--- config.mk ---
export PLATFORM = sky130hd
export DESIGN_NAME = ram_loader
export DESIGN_NICKNAME = d
export VERILOG_FILES = /design/src/rtl/ram_loader.sv
export SDC_FILE = /design/constraint.sdc
export NUM_CORES = 1
export LEC_CHECK = 0
export ABC_AREA = 1
export BUFFER_PORTS_ARGS = -buffer_cell sky130_fd_sc_hd__buf_4
export CAP_MARGIN = 0
export CORE_MARGIN = 5
export CORE_UTILIZATION = 45
export CTS_BUF_LIST = sky130_fd_sc_hd__clkbuf_4 sky130_fd_sc_hd__clkbuf_8
export DETAILED_ROUTE_END_ITERATION = 8
export GPL_TIMING_DRIVEN = 0
export PLACE_DENSITY = 0.66
export REMOVE_ABC_BUFFERS = 1
export SLEW_MARGIN = 20
export SYNTH_ARGS = -nofsm -noshare
export SYNTH_HDL_FRONTEND = slang
export SYNTH_SLANG_ARGS = --single-unit
--- constraint.sdc ---
create_clock -name i_clk -period 3.17 [get_ports i_clk]
set_clock_uncertainty 0.1 [all_clocks]
set_input_delay 0 -clock i_clk [delete_from_list [all_inputs] [get_ports i_clk]]
set_output_delay 0 -clock i_clk [all_outputs]
set_load 0.02 [all_outputs]
--- src/rtl/ram_loader.sv ---
// Write-side loader for the on-board RAM: streams bytes into consecutive
// addresses, checks a trailing checksum, then read-back verifies the whole RAM.
module ram_loader #(
    parameter int DATA_WIDTH = 8,
    parameter int ADDR_WIDTH = 4
) (
    input  logic                  i_clk,
    input  logic                  i_rst,
    input  logic                  i_clke,
    input  logic                  i_start,
    input  logic                  i_valid,
    input  logic [DATA_WIDTH-1:0] i_byte,
    output logic                  o_ready,
    output logic                  o_re,
    output logic                  o_we,
    output logic [ADDR_WIDTH-1:0] o_addr,
    output logic [DATA_WIDTH-1:0] o_data,
    input  logic [DATA_WIDTH-1:0] i_rdata,
    output logic                  o_busy,
    output logic                  o_done,
    output logic                  o_err_csum,
    output logic                  o_err_verify
);

    typedef enum logic [2:0] {
        ST_IDLE   = 3'd0,
        ST_RECV   = 3'd1,
        ST_WRITE  = 3'd2,
        ST_CHECK  = 3'd3,
        ST_VERIFY = 3'd4,
        ST_DONE   = 3'd5
    } state_t;

    localparam logic [ADDR_WIDTH-1:0] ADDR_ZERO = {ADDR_WIDTH{1'b0}};
    localparam logic [ADDR_WIDTH-1:0] ADDR_LAST = {ADDR_WIDTH{1'b1}};
    localparam logic [ADDR_WIDTH-1:0] ADDR_ONE  = {{(ADDR_WIDTH-1){1'b0}}, 1'b1};
    localparam logic [DATA_WIDTH-1:0] DATA_ZERO = {DATA_WIDTH{1'b0}};

    // Modular byte sum used by both the write-side and verify-side checksums.
    function automatic logic [DATA_WIDTH-1:0] csum_add(
        input logic [DATA_WIDTH-1:0] a,
        input logic [DATA_WIDTH-1:0] b
    );
        csum_add = a + b;
    endfunction

    function automatic logic is_last(input logic [ADDR_WIDTH-1:0] a);
        is_last = (a == ADDR_LAST);
    endfunction

    state_t                  state_q, state_d;
    logic [ADDR_WIDTH-1:0]   addr_q, addr_d;
    logic [DATA_WIDTH-1:0]   data_q, data_d;
    logic [DATA_WIDTH-1:0]   wsum_q, wsum_d;
    logic [DATA_WIDTH-1:0]   vsum_q, vsum_d;
    logic                    err_csum_q, err_csum_d;
    logic                    err_verify_q, err_verify_d;
    logic                    ready_q, ready_d;
    logic                    re_q, re_d;
    logic                    we_q, we_d;
    logic                    busy_q, busy_d;
    logic                    done_q, done_d;
    logic                    accept_s;
    logic [DATA_WIDTH-1:0]   csum_total_s;
    logic [DATA_WIDTH-1:0]   vsum_next_s;

    assign accept_s     = i_clke & i_valid & ready_q;
    assign csum_total_s = csum_add(wsum_q, i_byte);
    assign vsum_next_s  = csum_add(vsum_q, i_rdata);

    // State register.
    always_ff @(posedge i_clk or posedge i_rst) begin
        if (i_rst) begin
            state_q <= ST_IDLE;
        end else begin
            state_q <= state_d;
        end
    end

    // Next-state logic; nothing advances on edges with the clock enable low.
    always_comb begin
        state_d = state_q;
        if (i_clke) begin
            case (state_q)
                ST_IDLE: begin
                    if (i_start) begin
                        state_d = ST_RECV;
                    end else begin
                        state_d = ST_IDLE;
                    end
                end
                ST_RECV: begin
                    if (accept_s) begin
                        state_d = ST_WRITE;
                    end else begin
                        state_d = ST_RECV;
                    end
                end
                ST_WRITE: begin
                    if (is_last(addr_q)) begin
                        state_d = ST_CHECK;
                    end else begin
                        state_d = ST_RECV;
                    end
                end
                ST_CHECK: begin
                    if (accept_s) begin
                        state_d = ST_VERIFY;
                    end else begin
                        state_d = ST_CHECK;
                    end
                end
                ST_VERIFY: begin
                    if (is_last(addr_q)) begin
                        state_d = ST_DONE;
                    end else begin
                        state_d = ST_VERIFY;
                    end
                end
                ST_DONE:  state_d = ST_IDLE;
                default:  state_d = ST_IDLE;
            endcase
        end else begin
            state_d = state_q;
        end
    end

    // Output decode from the next state so every status output is a flop.
    always_comb begin
        ready_d = 1'b0;
        re_d    = 1'b0;
        we_d    = 1'b0;
        busy_d  = 1'b1;
        done_d  = 1'b0;
        case (state_d)
            ST_IDLE:   busy_d  = 1'b0;
            ST_RECV:   ready_d = 1'b1;
            ST_WRITE:  we_d    = 1'b1;
            ST_CHECK:  ready_d = 1'b1;
            ST_VERIFY: re_d    = 1'b1;
            ST_DONE:   done_d  = 1'b1;
            default:   busy_d  = 1'b0;
        endcase
    end

    // Datapath next values: address sweep, write data, running sums, error flags.
    always_comb begin
        addr_d       = addr_q;
        data_d       = data_q;
        wsum_d       = wsum_q;
        vsum_d       = vsum_q;
        err_csum_d   = err_csum_q;
        err_verify_d = err_verify_q;
        if (i_clke) begin
            case (state_q)
                ST_IDLE: begin
                    if (i_start) begin
                        addr_d       = ADDR_ZERO;
                        wsum_d       = DATA_ZERO;
                        vsum_d       = DATA_ZERO;
                        err_csum_d   = 1'b0;
                        err_verify_d = 1'b0;
                    end else begin
                        addr_d = addr_q;
                    end
                end
                ST_RECV: begin
                    if (accept_s) begin
                        data_d = i_byte;
                        wsum_d = csum_total_s;
                    end else begin
                        data_d = data_q;
                    end
                end
                ST_WRITE: begin
                    if (is_last(addr_q)) begin
                        addr_d = ADDR_ZERO;
                    end else begin
                        addr_d = addr_q + ADDR_ONE;
                    end
                end
                ST_CHECK: begin
                    if (accept_s) begin
                        err_csum_d = (csum_total_s != DATA_ZERO);
                    end else begin
                        err_csum_d = err_csum_q;
                    end
                end
                ST_VERIFY: begin
                    vsum_d = vsum_next_s;
                    if (is_last(addr_q)) begin
                        addr_d       = ADDR_ZERO;
                        err_verify_d = (vsum_next_s != wsum_q);
                    end else begin
                        addr_d = addr_q + ADDR_ONE;
                    end
                end
                ST_DONE: begin
                    addr_d = addr_q;
                end
                default: begin
                    addr_d = ADDR_ZERO;
                end
            endcase
        end else begin
            addr_d = addr_q;
        end
    end

    // Datapath and output flops.
    always_ff @(posedge i_clk or posedge i_rst) begin
        if (i_rst) begin
            addr_q       <= ADDR_ZERO;
            data_q       <= DATA_ZERO;
            wsum_q       <= DATA_ZERO;
            vsum_q       <= DATA_ZERO;
            err_csum_q   <= 1'b0;
            err_verify_q <= 1'b0;
            ready_q      <= 1'b0;
            re_q         <= 1'b0;
            we_q         <= 1'b0;
            busy_q       <= 1'b0;
            done_q       <= 1'b0;
        end else begin
            addr_q       <= addr_d;
            data_q       <= data_d;
            wsum_q       <= wsum_d;
            vsum_q       <= vsum_d;
            err_csum_q   <= err_csum_d;
            err_verify_q <= err_verify_d;
            ready_q      <= ready_d;
            re_q         <= re_d;
            we_q         <= we_d;
            busy_q       <= busy_d;
            done_q       <= done_d;
        end
    end

    assign o_ready      = ready_q;
    assign o_re         = re_q;
    assign o_we         = we_q;
    assign o_addr       = addr_q;
    assign o_data       = data_q;
    assign o_busy       = busy_q;
    assign o_done       = done_q;
    assign o_err_csum   = err_csum_q;
    assign o_err_verify = err_verify_q;

endmodule

==> reports/results.tsv, run 1 <==
stage	metric	value	unit
run_status	outcome	finished clean	
finish	final-layout fill cell count	513	
yosys	#FFs+latches synth	38	
timing	crit share post-route	67.92	%
place	number of port buffers	39	
yosys	Post-Synthesis Cells	330	
yosys	most common cell in the synthesized netlist	nand2_1	
power	power density over the cells	690.0	nW/um^2
clock_tree	CTS sink cnt	38	
yosys	Post-synth top cells	nand2_1 (105), dfrtp_1 (38), inv_1 (36)	
yosys	adder-cell share of the synthesized area	9.109	%
yosys	Netlist cell types	34	
floorplanning	core box area	5439	um^2
timing	final slew viol count	0	
power	worst ir drop on vdd	437.9	uV
timing	fmax	464.4	MHz
yosys	post-synth top area share	38.04	%
floorplanning	Die X	84.54	um
timing	Final Critical Period	2.153	ns
yosys	Post-Syn Area	2500	um^2
drt	DRC errors left	0	
worst_setup_path	Worst EP required	3.25	ns
clock_tree	CTS tree	built	
clock_tree	H-tree depth	2	
global_routing	largest net degree at the start of global routing	25	
yosys	largest area contributor in the netlist	dfrtp_1	
finish	Layout Nets	419	
clock_tree	clock transition at the registers of the reported paths	0.08	ns
clock_tree	# hold bufs at CTS	10	
timing	Final Hold Viols	0	
drt	Routed WL	5410	um
floorplanning	row count	27	
floorplanning	IO Count	40	
drt	detailed router's first-iteration violation count	102	
worst_hold_path	Hold WC Path Type	in -> reg	
clock_tree	post-CTS setup buffers	0	
timing	Setup-failing EPs final	0	
floorplanning	area of the die	7146	um^2
finish	Finished Layout Cells	454	
yosys	Post-synth top flop	dfrtp_1	
worst_setup_path	setup slack, reg-to-reg	1.02	ns
worst_setup_path	Crit. End Element	flop	
clock_tree	Num CTS Buffers	5	
finish	share of cells above drive strength 1	16.49	%
yosys	post-synthesis simple-gate area fraction	30.83	%
clock_tree	cts repair resizes	0	
drt	DR vias/cell	4.870	
place	Post-Place Cell Area	2864	um^2
drt	TritonRoute pass-1 iters	4	
worst_setup_path	CP max stage cell	fa_1	
finish	Area Overhead vs Synth	23.12	%
timing	Worst slew margin	68.44	%
yosys	register area share after synthesis	38.04	%
yosys	synthesis warning total	0	
place	GP Congestion	0.8838	
timing	setup_tns	0	ns
worst_setup_path	cell-by-cell listing of the critical path	ha_1 -> fa_1 -> xnor2_1 -> nand2_1 -> nor2_1 -> nand2_1 -> nor2_1 -> nand2_1 -> nor2_1 -> nand2_1 -> nand2_1 -> nand2_1	
clock_tree	Max Buffers Root-to-Sink	2	
yosys	Compound-Gate Fraction of Synth Area	10.46	%
worst_setup_path	CP startpoint kind	flop	
flow_run	Max-Cap Viols	0	
global_routing	vias in the first global route	2235	
global_routing	initial antenna violation count	0	
finish	ant diodes	0	
drt	per-cell routed wire length	11.92	um
drt	Post-DRT Antenna Nets	0	
power	P_leak	0.001677	uW
floorplanning	starting density of the core	45.96	%
timing	Worst Tran Pin Value	0.4734	ns
yosys	xor/xnor share of the synthesized area	3.854	%
global_routing	GRT Overall Usage	16.07	%
place	post-DP HPWL	4181	um
worst_setup_path	Crit Path Max Fanout	3	
yosys	mux cell area share after synthesis	0	%
clock_tree	Worst-Skew Late Latency	0.29	ns
worst_setup_path	WS Path Type	reg -> reg	
floorplanning	Die H	84.54	um
yosys	asr flop ratio synth	100.0	%
yosys	main combinational cell family by area after synthesis	simple AND/OR/NAND/NOR gates	
yosys	mean post-synth cell area	7.575	um^2
finish	Layout Cell Area excl Fill	3078	um^2
drt	total number of vias	2211	
worst_setup_path	worst path arrival time	2.23	ns
place	cell count after placement	436	
worst_setup_path	most frequent CP cell	nand2_1	
global_routing	global-route wire length before repair	9508	um
yosys	EDFF count, synth	0	
timing	RSZ-0062 raised after global routing	no	
clock_tree	clock root buffer	clkbuf_8	
worst_setup_path	max incr delay on CP	0.55	ns
global_routing	total gr overflow	0	
yosys	Synth area leaders	dfrtp_1 (38%), nand2_1 (16%), ha_1 (7.5%), nand3_1 (6.4%), inv_1 (5.4%)	
==> logic make-up after synthesis <==
logic type | Yosys count
DFF | 38
xor gates and xnor gates | 11
adders and majority gates | 17
and+or+nand+nor | 177
buffers and inverters | 45
AOI/OAI and AO/OA | 42
==> stage by stage <==
step	hold slack [ns]	setup slack (ns)	power [uW]	util, %
floorplan	-0.008114	1.241	1413	-
global placement	0.1121	1.044	1678	52.15
detailed placement	-0.08993	1.016	1707	52.66
CTS	0.0005149	1.011	2148	56.59
global route	0.01899	0.8702	2314	56.59
finish	0.0007736	1.017	2124	56.59
==> registers in the layout, indices dropped and copies added (netlist names), 3 cells and up <==
register	flops
o_addr	4
state_q	3
o_data	8
vsum_q	8
wsum_q	8
==> worst max-delay path: cells and delay by family (launching register included) <==
kind | cells | cell delay (ns)
AND/OR/NAND/NOR | 9 | 0.68
XOR/XNOR | 1 | 0.13
adder cells (fa/ha/maj) | 2 | 0.77
flip-flops | 1 | 0.38
==> cell type report <==
cell class              count  area, um^2  area share (%)
inverters                  39       146.4           4.756
clock inverters             1       30.03          0.9756
multi-input cells         247        1356           44.07
well taps                  72       90.09           2.927
flip-flops and latches     38       950.9           30.89
clock buffers               7       83.83           2.724
repair buffers             50       420.4           13.66
==> routing by layer <==
metal | part of all wire [%] | track usage, % | vias to the layer above
li1 | - | - | 1172
met1 | 49 | 20.38 | 1006
met2 | 48 | 27.76 | 29
met3 | 3.1 | 2.944 | 4
met4 | 0.74 | 4.892 | 0
met5 | 0 | 0 | -
==> path summary, 6_finish.rpt <==
check / startpoint / cells past startpoint / endpoint
worst max-delay path: vsum_q[0]$_DFFE_PP0P_ / 12 / o_err_verify$_DFFE_PP0P_
worst min-delay path: i_rdata[0] / 4 / vsum_q[0]$_DFFE_PP0P_
worst max register to register: vsum_q[0]$_DFFE_PP0P_ / 12 / o_err_verify$_DFFE_PP0P_
worst min register to register: o_data[3]$_DFFE_PP0P_ / 2 / o_data[3]$_DFFE_PP0P_
max in group asynchronous: i_rst / 4 / o_data[1]$_DFFE_PP0P_
min in group asynchronous: i_rst / 3 / o_err_csum$_DFFE_PP0P_
==> layout by cell type (no fill, tap or decap) <==
master / n
nand2_1: 105
buf_4: 39
dfrtp_1: 38
inv_1: 35
nand3_1: 32
nor2_1: 21
o21ai_0: 17
ha_1: 15
a21oi_1: 11
dlygate4sd3_1: 10
xnor2_1: 6
a22o_1: 6
xor2_1: 5
nand4_1: 5
clkbuf_8: 5
inv_2: 4
nor3_1: 3
nor2_2: 2
nand2_2: 2
o21ai_2: 2
nand3b_1: 2
fa_1: 2
clkbuf_4: 2
nand2_4: 1
nor2_4: 1
or2_0: 1
o41ai_2: 1
o21ai_1: 1
o211ai_1: 1
nor4_2: 1
a21o_1: 1
o31ai_1: 1
nand3_2: 1
o21a_1: 1
bufinv_16: 1
buf_16: 1
==> power breakdown <==
part	switching (uW)	total [uW]	internal, uW
registers	115	731	616
logic	576	974	398
clock network	166	419	253
No activity file was read; power rests on OpenSTA's default activity.
==> inputs of run 2 (changes only) <==
Clock period 3.17 ns to 2.12 ns, I/O delays scaled along.
==> reports/results.tsv, run 2 (synthesis results as in run 1) <==
stage	metric	value	unit	change
worst_setup_path	Worst setup endpoint	o_err_verify$_DFFE_PP0P_		
finish	ant diodes	0		unchanged
timing	crit share post-route	99.51	%	+32 points
floorplanning	Die H	84.54	um	unchanged
finish	most frequent cells in the layout	nand2_1 (104), buf_4 (39), dfrtp_1 (38)		
global_routing	largest net degree at the start of global routing	25		unchanged
finish	Finished Layout Cells	454		unchanged
worst_setup_path	CP startpoint kind	flop		
worst_setup_path	most frequent CP cell	nand2_1		
timing	final slew viol count	0		unchanged
worst_setup_path	Reg2Reg Launch Point	vsum_q[0]$_DFFE_PP0P_		
floorplanning	IO Count	40		unchanged
power	power density over the cells	1034	nW/um^2	+50%
place	GP Congestion	0.8838		unchanged
drt	DRC errors left	0		unchanged
drt	total number of vias	2222		+0.50%
clock_tree	Worst-Skew Late Latency	0.29	ns	about the same
floorplanning	area of the die	7146	um^2	unchanged
worst_setup_path	WS Path Type	reg -> reg		
drt	Routed WL	5464	um	+1.0%
timing	Final Hold Viols	0		unchanged
worst_setup_path	Crit. End Element	flop		
global_routing	total gr overflow	0		unchanged
worst_setup_path	Worst EP required	2.20	ns	-1.05 ns
clock_tree	CTS sink cnt	38		unchanged
global_routing	initial antenna violation count	0		unchanged
power	total power	3202	uW	+51%
global_routing	vias in the first global route	2235		unchanged
clock_tree	CTS tree	built		
worst_setup_path	start point of the critical path	vsum_q[0]$_DFFE_PP0P_		
drt	Post-DRT Antenna Nets	0		unchanged
floorplanning	core box area	5439	um^2	unchanged
worst_setup_path	CP max stage cell	fa_2		
global_routing	global-route wire length before repair	9508	um	unchanged
finish	Layout Nets	419		unchanged
floorplanning	row count	27		unchanged
worst_setup_path	CP Buf/Inv Count	0		unchanged
worst_hold_path	Hold WC Path Type	in -> reg		
clock_tree	clock root buffer	clkbuf_8		
timing	Worst slew margin	69.14	%	+0.70 points
drt	DR vias/cell	4.894		+0.50%
clock_tree	Max Buffers Root-to-Sink	2		unchanged
worst_setup_path	critical path depth	12		unchanged
timing	Worst Tran Pin Value	0.4617	ns	-0.01164 ns
worst_setup_path	worst path arrival time	2.19	ns	-0.04 ns
run_status	outcome	finished clean		
power	worst ir drop on vdd	655.4	uV	+50%
global_routing	GRT Overall Usage	16.07	%	unchanged
clock_tree	H-tree depth	2		unchanged
worst_setup_path	Worst Reg2Reg Path Length in Cells	12		unchanged
worst_setup_path	cell-by-cell listing of the critical path	ha_2 -> fa_2 -> xnor2_1 -> nand2_1 -> nor2_1 -> nand2_1 -> nor2_1 -> nand2_1 -> nor2_1 -> nand2_1 -> nand2_1 -> nand2_1		
place	cell count after placement	436		unchanged
timing	fmax	474.0	MHz	+2.1%
worst_setup_path	delay-heaviest family, CP	adder cells		
timing	Setup-failing EPs final	0		unchanged
place	number of port buffers	39		unchanged
floorplanning	starting density of the core	45.96	%	unchanged
worst_setup_path	max incr delay on CP	0.56	ns	about the same
clock_tree	post-CTS setup buffers	0		unchanged
clock_tree	clock transition at the registers of the reported paths	0.08	ns	about the same
power	P_leak	0.001664	uW	-0.75%
timing	RSZ-0062 raised after global routing	yes		
finish	share of cells above drive strength 1	18.06	%	+1.6 points
place	post-DP HPWL	4181	um	unchanged
clock_tree	Num CTS Buffers	5		unchanged
floorplanning	Die X	84.54	um	unchanged
finish	Area Overhead vs Synth	23.87	%	
timing	Final Critical Period	2.110	ns	-0.04357 ns
finish	commonest non-fill, non-tap cell in the layout	nand2_1		
drt	detailed router's first-iteration violation count	110		+7.8%
flow_run	Max-Cap Viols	0		unchanged
worst_setup_path	Crit Reg-Reg Endpoint	o_err_verify$_DFFE_PP0P_		
worst_setup_path	Crit Path Max Fanout	3		unchanged
worst_setup_path	setup slack, reg-to-reg	0.01	ns	-1.01 ns
drt	TritonRoute pass-1 iters	4		unchanged
drt	per-cell routed wire length	12.04	um	+1.0%
## run 2: changes by cell type in the layout (fill, tap and decap cells not counted), sizes merged
| cell | previous run | this run |
|---|---|---|
| clkinvlp | 0 | 1 |
| inv | 39 | 38 |
## run 2: per-stage QoR
| stage | TNS (ns) | setup slack [ns] | util (%) | hold slack (ns) | cell area [um^2] |
|---|---|---|---|---|---|
| after floorplan | 0 | 0.1914 | - | -0.008114 | 2454 |
| after global placement | -0.005567 | -0.005567 | 52.15 | 0.1121 | 2836 |
| after detailed placement | -0.03414 | -0.03414 | 52.66 | -0.08993 | 2864 |
| after CTS | -0.002445 | -0.002445 | 56.64 | 0.002710 | 3080 |
| after global routing | -0.07787 | -0.07787 | 56.94 | 0.01078 | 3097 |
| final | 0 | 0.01036 | 56.94 | 0.002639 | 3097 |
## run 2: worst min-delay path by stage
stage               start               endpoint  slack [ns]  cells after the start
2_1_floorplan      i_clke   state_q[1]$_DFF_PP0_      -0.008                      1
3_3_place_gp    i_byte[5]  o_data[5]$_DFFE_PP0P_        0.11                      3
3_5_place_dp        i_rst      o_ready$_DFF_PP0_       -0.09                      2
4_1_cts        i_rdata[0]  vsum_q[0]$_DFFE_PP0P_       0.003                      4
5_1_grt        i_rdata[0]  vsum_q[0]$_DFFE_PP0P_        0.01                      4
6_report       i_rdata[0]  vsum_q[0]$_DFFE_PP0P_       0.003                      4
## run 2: final cells by class
type	count	area, um^2
inverter	39	150.1
tap	72	90.09
fill	512	2342
clock buffer	7	83.83
sequential	38	950.9
timing repair buffer	50	420.4
multi-input combinational	247	1371
clock inverter	1	30.03
## run 2: per-layer routing
metal / vias up / share of wire, % / GRT usage (%)
met1: 1012 / 47 / 20.38
met3: 4 / 3.3 / 2.944
met4: 0 / 0.73 / 4.892
li1: 1173 / - / -
met2: 33 / 48 / 27.76
met5: - / 0 / 0
## run 2: power by group
part | total [uW] | switching, uW | internal, uW | leakage (uW)
combinational | 1480 | 874 | 607 | 0.00110
sequential | 1090 | 172 | 921 | 0.000510
clock | 627 | 249 | 378 | 0.0000593
## run 2: worst reg2reg max path, delay by kind of cell (launching register included)
kind	cells	cell delay, ns
xor+xnor	1	0.12
fa+ha+maj	2	0.75
flops	1	0.38
simple gates	9	0.66
## run 2: repair_timing
item	4_1_cts	5_1_grt
hold buffers	10	0
resized for setup	1	6
hold endpoints to repair	50	0
setup endpoints to repair	1	8
pin swaps	0	3
